--- src/rtl/alu_mdu_iter_pkg.sv ---
// Shared encodings for the execute-stage ALU/MDU: base ALU control codes,
// RV32M funct3 values and the top-level handshake state.
package alu_mdu_iter_pkg;

    localparam logic [3:0] ALU_ADD  = 4'b0000;
    localparam logic [3:0] ALU_SUB  = 4'b1000;
    localparam logic [3:0] ALU_AND  = 4'b0111;
    localparam logic [3:0] ALU_OR   = 4'b0110;
    localparam logic [3:0] ALU_XOR  = 4'b0100;
    localparam logic [3:0] ALU_SLT  = 4'b0010;
    localparam logic [3:0] ALU_SLTU = 4'b0011;
    localparam logic [3:0] ALU_SLL  = 4'b0001;
    localparam logic [3:0] ALU_SRL  = 4'b0101;
    localparam logic [3:0] ALU_SRA  = 4'b1101;
    localparam logic [3:0] ALU_LUI  = 4'b1110;

    localparam logic [2:0] MDU_MUL    = 3'b000;
    localparam logic [2:0] MDU_MULH   = 3'b001;
    localparam logic [2:0] MDU_MULHSU = 3'b010;
    localparam logic [2:0] MDU_MULHU  = 3'b011;
    localparam logic [2:0] MDU_DIV    = 3'b100;
    localparam logic [2:0] MDU_DIVU   = 3'b101;
    localparam logic [2:0] MDU_REM    = 3'b110;
    localparam logic [2:0] MDU_REMU   = 3'b111;

    typedef enum logic [1:0] {IDLE, RUN, DONE} state_t;

endpackage

--- src/rtl/alu_mdu_iter_core.sv ---
// Unsigned shift-add multiplier / restoring divider on operand magnitudes.
// acc is the post-iteration value, so the caller can register it on the done cycle.
module alu_mdu_iter_core
    import alu_mdu_iter_pkg::*;
#(
    parameter int XLEN = 32
) (
    input  logic              clk,
    input  logic              rst,
    input  logic              start,
    input  logic              is_div,
    input  logic [XLEN-1:0]   opa,
    input  logic [XLEN-1:0]   opb,
    output logic              done,
    output logic [2*XLEN-1:0] acc
);

    localparam int CW = $clog2(XLEN);

    logic [XLEN-1:0] hi_q, hi_d, lo_q, lo_d, dvs_q, dvs_d;
    logic [CW-1:0]   cnt_q, cnt_d;
    logic            run_q, run_d, div_q, div_d;
    logic [XLEN:0]   sum, shl;

    assign done = run_q && (cnt_q == CW'(XLEN - 1));
    assign acc  = {hi_d, lo_d};

    always_comb begin
        hi_d  = hi_q;
        lo_d  = lo_q;
        dvs_d = dvs_q;
        cnt_d = cnt_q;
        run_d = run_q;
        div_d = div_q;
        sum   = {1'b0, hi_q} + {1'b0, lo_q[0] ? dvs_q : {XLEN{1'b0}}};
        shl   = {hi_q, lo_q[XLEN-1]};
        if (start) begin
            hi_d  = '0;
            lo_d  = opa;
            dvs_d = opb;
            div_d = is_div;
            cnt_d = '0;
            run_d = 1'b1;
        end else if (run_q) begin
            cnt_d = cnt_q + 1'b1;
            run_d = !done;
            if (div_q) begin
                // hi holds the partial remainder, lo shifts dividend out and quotient in
                if (shl >= {1'b0, dvs_q}) begin
                    hi_d = XLEN'(shl - {1'b0, dvs_q});
                    lo_d = {lo_q[XLEN-2:0], 1'b1};
                end else begin
                    hi_d = shl[XLEN-1:0];
                    lo_d = {lo_q[XLEN-2:0], 1'b0};
                end
            end else begin
                hi_d = sum[XLEN:1];
                lo_d = {sum[0], lo_q[XLEN-1:1]};
            end
        end
    end

    always_ff @(posedge clk) begin
        if (rst) begin
            hi_q  <= '0;
            lo_q  <= '0;
            dvs_q <= '0;
            cnt_q <= '0;
            run_q <= 1'b0;
            div_q <= 1'b0;
        end else begin
            hi_q  <= hi_d;
            lo_q  <= lo_d;
            dvs_q <= dvs_d;
            cnt_q <= cnt_d;
            run_q <= run_d;
            div_q <= div_d;
        end
    end

endmodule

--- src/rtl/alu_mdu_iter.sv ---
// Execute-stage ALU plus RV32M multiply/divide with valid/ready on both sides.
// Define ALU_MDU_FAST_MUL_EN for a single-cycle combinational multiply; divide stays iterative.
module alu_mdu_iter
    import alu_mdu_iter_pkg::*;
#(
    parameter int XLEN = 32
) (
    input  logic            clk,
    input  logic            rst,
    input  logic            in_valid,
    output logic            in_ready,
    input  logic [4:0]      op,
    input  logic [XLEN-1:0] a,
    input  logic [XLEN-1:0] b,
    output logic            out_valid,
    input  logic            out_ready,
    output logic [XLEN-1:0] result,
    output logic            is_zero,
    output logic            busy
);

    localparam int SHW = $clog2(XLEN);
    localparam logic [XLEN-1:0] XMIN = {1'b1, {(XLEN-1){1'b0}}};

    state_t            state_q, state_d;
    logic [XLEN-1:0]   result_q, result_d;
    logic [2:0]        f3_q, f3_d;
    logic              sa_q, sa_d, sb_q, sb_d;
    logic              core_start, core_done;
    logic [2*XLEN-1:0] core_acc;
    logic [XLEN-1:0]   alu_res, mag_a, mag_b;
    logic [SHW-1:0]    shamt;
    logic              a_sgn, b_sgn, sa, sb, div_by0, div_ovf;

    // Signs are applied after the unsigned datapath; unsigned ops carry sa=sb=0.
    function automatic logic [XLEN-1:0] fixup(input logic [2:0] f3, input logic fsa,
                                              input logic fsb, input logic [2*XLEN-1:0] acc);
        logic [2*XLEN-1:0] prod;
        logic [XLEN-1:0]   quo, rem;
        prod = (fsa ^ fsb) ? -acc : acc;
        quo  = (fsa ^ fsb) ? -acc[XLEN-1:0] : acc[XLEN-1:0];
        rem  = fsa ? -acc[2*XLEN-1:XLEN] : acc[2*XLEN-1:XLEN];
        case (f3)
            MDU_MUL:                         fixup = prod[XLEN-1:0];
            MDU_MULH, MDU_MULHSU, MDU_MULHU: fixup = prod[2*XLEN-1:XLEN];
            MDU_DIV, MDU_DIVU:               fixup = quo;
            MDU_REM, MDU_REMU:               fixup = rem;
            default:                         fixup = '0;
        endcase
    endfunction

    assign shamt = b[SHW-1:0];

    always_comb begin
        alu_res = '0;
        case (op[3:0])
            ALU_ADD:  alu_res = a + b;
            ALU_SUB:  alu_res = a - b;
            ALU_AND:  alu_res = a & b;
            ALU_OR:   alu_res = a | b;
            ALU_XOR:  alu_res = a ^ b;
            ALU_SLT:  alu_res = {{(XLEN-1){1'b0}}, $signed(a) < $signed(b)};
            ALU_SLTU: alu_res = {{(XLEN-1){1'b0}}, a < b};
            ALU_SLL:  alu_res = a << shamt;
            ALU_SRL:  alu_res = a >> shamt;
            ALU_SRA:  alu_res = $unsigned($signed(a) >>> shamt);
            ALU_LUI:  alu_res = b;
            default:  alu_res = '0;
        endcase
    end

    assign a_sgn   = (op[2:0] == MDU_MULH) || (op[2:0] == MDU_MULHSU) ||
                     (op[2:0] == MDU_DIV)  || (op[2:0] == MDU_REM);
    assign b_sgn   = (op[2:0] == MDU_MULH) || (op[2:0] == MDU_DIV) || (op[2:0] == MDU_REM);
    assign sa      = a_sgn & a[XLEN-1];
    assign sb      = b_sgn & b[XLEN-1];
    assign mag_a   = sa ? -a : a;
    assign mag_b   = sb ? -b : b;
    assign div_by0 = op[2] && (b == '0);
    assign div_ovf = op[2] && !op[0] && (a == XMIN) && (b == {XLEN{1'b1}});

`ifdef ALU_MDU_FAST_MUL_EN
    logic [2*XLEN-1:0] fast_prod;
    assign fast_prod = {{XLEN{1'b0}}, mag_a} * {{XLEN{1'b0}}, mag_b};
`endif

    always_comb begin
        state_d    = state_q;
        result_d   = result_q;
        f3_d       = f3_q;
        sa_d       = sa_q;
        sb_d       = sb_q;
        core_start = 1'b0;
        case (state_q)
            IDLE: if (in_valid) begin
                state_d = DONE;
                f3_d    = op[2:0];
                sa_d    = sa;
                sb_d    = sb;
                if (!op[4])       result_d = alu_res;
                else if (div_by0) result_d = op[1] ? a : {XLEN{1'b1}};
                else if (div_ovf) result_d = op[1] ? {XLEN{1'b0}} : XMIN;
`ifdef ALU_MDU_FAST_MUL_EN
                else if (!op[2])  result_d = fixup(op[2:0], sa, sb, fast_prod);
`endif
                else begin
                    core_start = 1'b1;
                    state_d    = RUN;
                end
            end
            RUN: if (core_done) begin
                state_d  = DONE;
                result_d = fixup(f3_q, sa_q, sb_q, core_acc);
            end
            DONE: if (out_ready) state_d = IDLE;
            default: state_d = IDLE;
        endcase
    end

    always_ff @(posedge clk) begin
        if (rst) begin
            state_q  <= IDLE;
            result_q <= '0;
            f3_q     <= '0;
            sa_q     <= 1'b0;
            sb_q     <= 1'b0;
        end else begin
            state_q  <= state_d;
            result_q <= result_d;
            f3_q     <= f3_d;
            sa_q     <= sa_d;
            sb_q     <= sb_d;
        end
    end

    alu_mdu_iter_core #(.XLEN(XLEN)) u_core (
        .clk    (clk),
        .rst    (rst),
        .start  (core_start),
        .is_div (op[2]),
        .opa    (mag_a),
        .opb    (mag_b),
        .done   (core_done),
        .acc    (core_acc)
    );

    assign in_ready  = (state_q == IDLE);
    assign out_valid = (state_q == DONE);
    assign busy      = (state_q != IDLE);
    assign result    = result_q;
    assign is_zero   = (result_q == '0);

endmodule

--- config.mk ---
export PLATFORM = sky130hd
export DESIGN_NAME = alu_mdu_iter
export DESIGN_NICKNAME = d
export VERILOG_FILES = /design/src/rtl/alu_mdu_iter_pkg.sv /design/src/rtl/alu_mdu_iter_core.sv /design/src/rtl/alu_mdu_iter.sv
export SDC_FILE = /design/constraint.sdc
export NUM_CORES = 1
export LEC_CHECK = 0
export CAP_MARGIN = 20
export CORE_UTILIZATION = 43
export DETAILED_ROUTE_END_ITERATION = 7
export HOLD_SLACK_MARGIN = 0.1
export PLACE_DENSITY = 0.58
export SYNTH_ARGS = -nofsm -noshare
export SYNTH_HDL_FRONTEND = slang
export SYNTH_SLANG_ARGS = --single-unit
--- constraint.sdc ---
create_clock -name clk -period 15.8 [get_ports clk]
set_input_delay 3.16 -clock clk [delete_from_list [all_inputs] [get_ports clk]]
set_output_delay 3.16 -clock clk [all_outputs]
set_load 0.02 [all_outputs]
==> metrics <==
initial core utilization=43.7%; total power=1.97 mW; synthesis-stage register bit count=142; worst slew pin tran=1.15 ns; leading register cell type out of synthesis=dfxtp_1; Critical Path End Type=flip-flop; post-cts resize count=0; die height=239 um; global route overflow=0; CP Data Required Time=16.20 ns; io pins=109; total track usage=44.9%; most common cell after layout, fill and taps aside=nor2_1; cell area power density=74.4 mW/mm^2; DR iter-0 viols=4327; simple-gate share of the synthesized area=24.0%; largest family of logic cells by synthesized area=compound AO/OA/AOI/OAI gates; count of non-filler cells in the finished layout=4209; Synth Net Count=3740; post-synthesis cell type count=109; FF-to-FF setup slack=9.31 ns; failing checks=design-rule violations; asr flop ratio synth=0%; Placer Congestion=1.10; yosys warns=0; via count=29.9k; Skew-Pair Late Insertion Delay=0.47 ns; Post-DRT Antenna Nets=0; pin count of the biggest net entering global routing=143; Slew headroom=22.4%; # hold bufs at CTS=0; FP Rows=86; first-pass GRT wire length=188000 um; TritonCTS clock tree=yes; Final HPWL DP=102000 um; clock buffer depth=2; vias in the first global route=27.1k; Wirelength per Cell=31.4 um; initial antenna violation count=5; max-cap check violation count=0; die width=239 um; launching element type of the critical path=input port; most frequent cells in the layout=nor2_1, a21oi_1, o21ai_0; final slew viol count=0; status=complete, but fails checks; Cell Area, Synth=0.0242 mm^2; hold slack=0.495 ns; total negative slack=0 ns; cell count after placement=4171; fmax=0.110 GHz; fraction of layout cells with a size suffix above 1=7.29%; Final Net Count=3688; RSZ-0062 raised after global routing=no; period utilization=57.6%; multiplexer area fraction after synthesis=8.32%; Final Hold Fails=0; Mean Syn Cell Area=6.92 um^2; count of buffers from port buffering=108; Adder-Cell Fraction of Synth Area=9.02%; final setup fails=0; clk slew on worst S/H paths=0.06 ns; number of detailed-route iterations in the first pass=8; Max IR drop VDD=0.0684 mV; Post-Synthesis Cells=3495; Layout area overhead=9.37%; Synth Area in Compound Gates=34.6%; Setup Skew=0.0177 ns; CORE AREA=0.0553 mm^2; Setup CP Type=in -> reg; Synth Area in XOR/XNOR=5.58%; CP Max Fanout=32; # H-tree levels=4; Hold WC Path Type=reg -> reg; vias per cell=7.10; Clock Sinks=142; setup bufs post-CTS=0; Num CTS Buffers=17; root buf cell=clkbuf_16; crit path time final=9.09 ns; die area=0.0572 mm^2; post-synthesis sequential area ratio=11.8%; Post-synth EDFFs=0; final WL=132000 um; P_leak=10.3 nW; drt drc=11; CP arrival=9.49 ns
-- cells in the mapped netlist, types with 23 or more instances --
library cell  count  area share [%]
xnor2_1         118             4.3
nand4_1          40             1.0
a211oi_1         68             2.1
a211o_1          27            0.98
clkbuf_1        212             3.3
nand3_1          72             1.5
and3_1           28            0.72
nand2b_1         30            0.78
nor2_1          391             6.1
nor3_1           91             1.9
nor4_1           45             1.2
o211ai_1         61             1.9
a31oi_1          45             1.2
nor2b_1          27            0.70
mux4_2           24             2.2
a21o_1           43             1.3
o21a_1           28            0.87
o22ai_1          37            0.96
a22oi_1          23            0.71
a21oi_1         284             5.9
dfxtp_1         142              12
and2_1           49             1.3
xor2_1           36             1.3
or3_1            29            0.75
o31ai_1          43             1.3
inv_1           153             2.4
ha_1            168             8.7
buf_1            33            0.51
mux2i_1         129             5.3
o21ai_0         283             5.9
nand2_1         281             4.4
-- where the power goes --
group | leakage [nW] | internal, mW | switching [mW]
sequential | 1.16 | 0.383 | 0.0416
combinational | 8.87 | 0.363 | 0.763
clock | 0.275 | 0.223 | 0.195
-- stage by stage --
stage	utilization (%)	setup slack (ns)	instance area, um^2
2_1_floorplan	-	7.09	24200
3_3_place_gp	46.7	6.44	25800
3_5_place_dp	46.7	6.57	25900
4_1_cts	47.8	7.03	26400
5_1_grt	47.8	6.56	26400
6_report	47.8	6.71	26400
-- final timing paths --
path,cells past startpoint,start,to
setup / recovery,18,a[25],result[20]$_SDFFE_PP0P_
hold / removal,2,u_core.dvs_q[0]$_SDFFE_PP0P_,u_core.dvs_q[0]$_SDFFE_PP0P_
setup reg to reg,18,u_core.dvs_q[24]$_SDFFE_PP0P_,result[20]$_SDFFE_PP0P_
hold reg to reg,2,u_core.dvs_q[0]$_SDFFE_PP0P_,u_core.dvs_q[0]$_SDFFE_PP0P_
-- registers in the layout, indices dropped and copies added, names as in the netlist --
name and cells:
u_core.run_q 1, result 32, u_core.cnt_q 5, sa_q 1
sb_q 1, u_core.dvs_q 32, u_core.div_q 1, state_q 2
u_core.lo_q 32, u_core.hi_q 32, f3_q 3
-- worst max-delay path: stages --
cell             delay [ns]
clkdlybuf4s50_1        0.40
buf_4                  0.23
nor4_1                 0.95
nand3_1                0.48
and4b_1                0.65
a211o_2                0.62
buf_4                  0.50
nand2_1                0.13
nor2_1                 0.37
inv_1                  0.16
ha_1                   0.29
o2111ai_2              0.23
nor3b_1                0.23
buf_4                  0.22
nand4_1                0.14
mux2_2                 0.35
o22ai_1                0.16
a22o_1                 0.16
-- final cells by class --
class	instances	area, um^2
timing repair buffer	194	1710
sequential	142	2850
clock inverter	14	148
fill	5740	28900
clock buffer	18	429
multi-input combinational	2930	19800
antenna	5	12.5
inverter	158	593
tap	748	936
-- per-layer routing --
layer / up-vias / track usage, % / share of wire, %
met2: 2153 / 68.6 / 43
met4: 2 / 32.4 / 8.5
met5: - / 0 / 0.011
met1: 14300 / 56.7 / 39
li1: 13000 / - / -
met3: 447 / 7.66 / 10
-- kinds of logic after synthesis --
family | Yosys count
compound gates | 1251
simple gates | 1184
buf+inv | 423
fa+ha+maj | 172
mux | 169
xor+xnor | 154
flops | 142
Power figures use the tool's default switching activity.
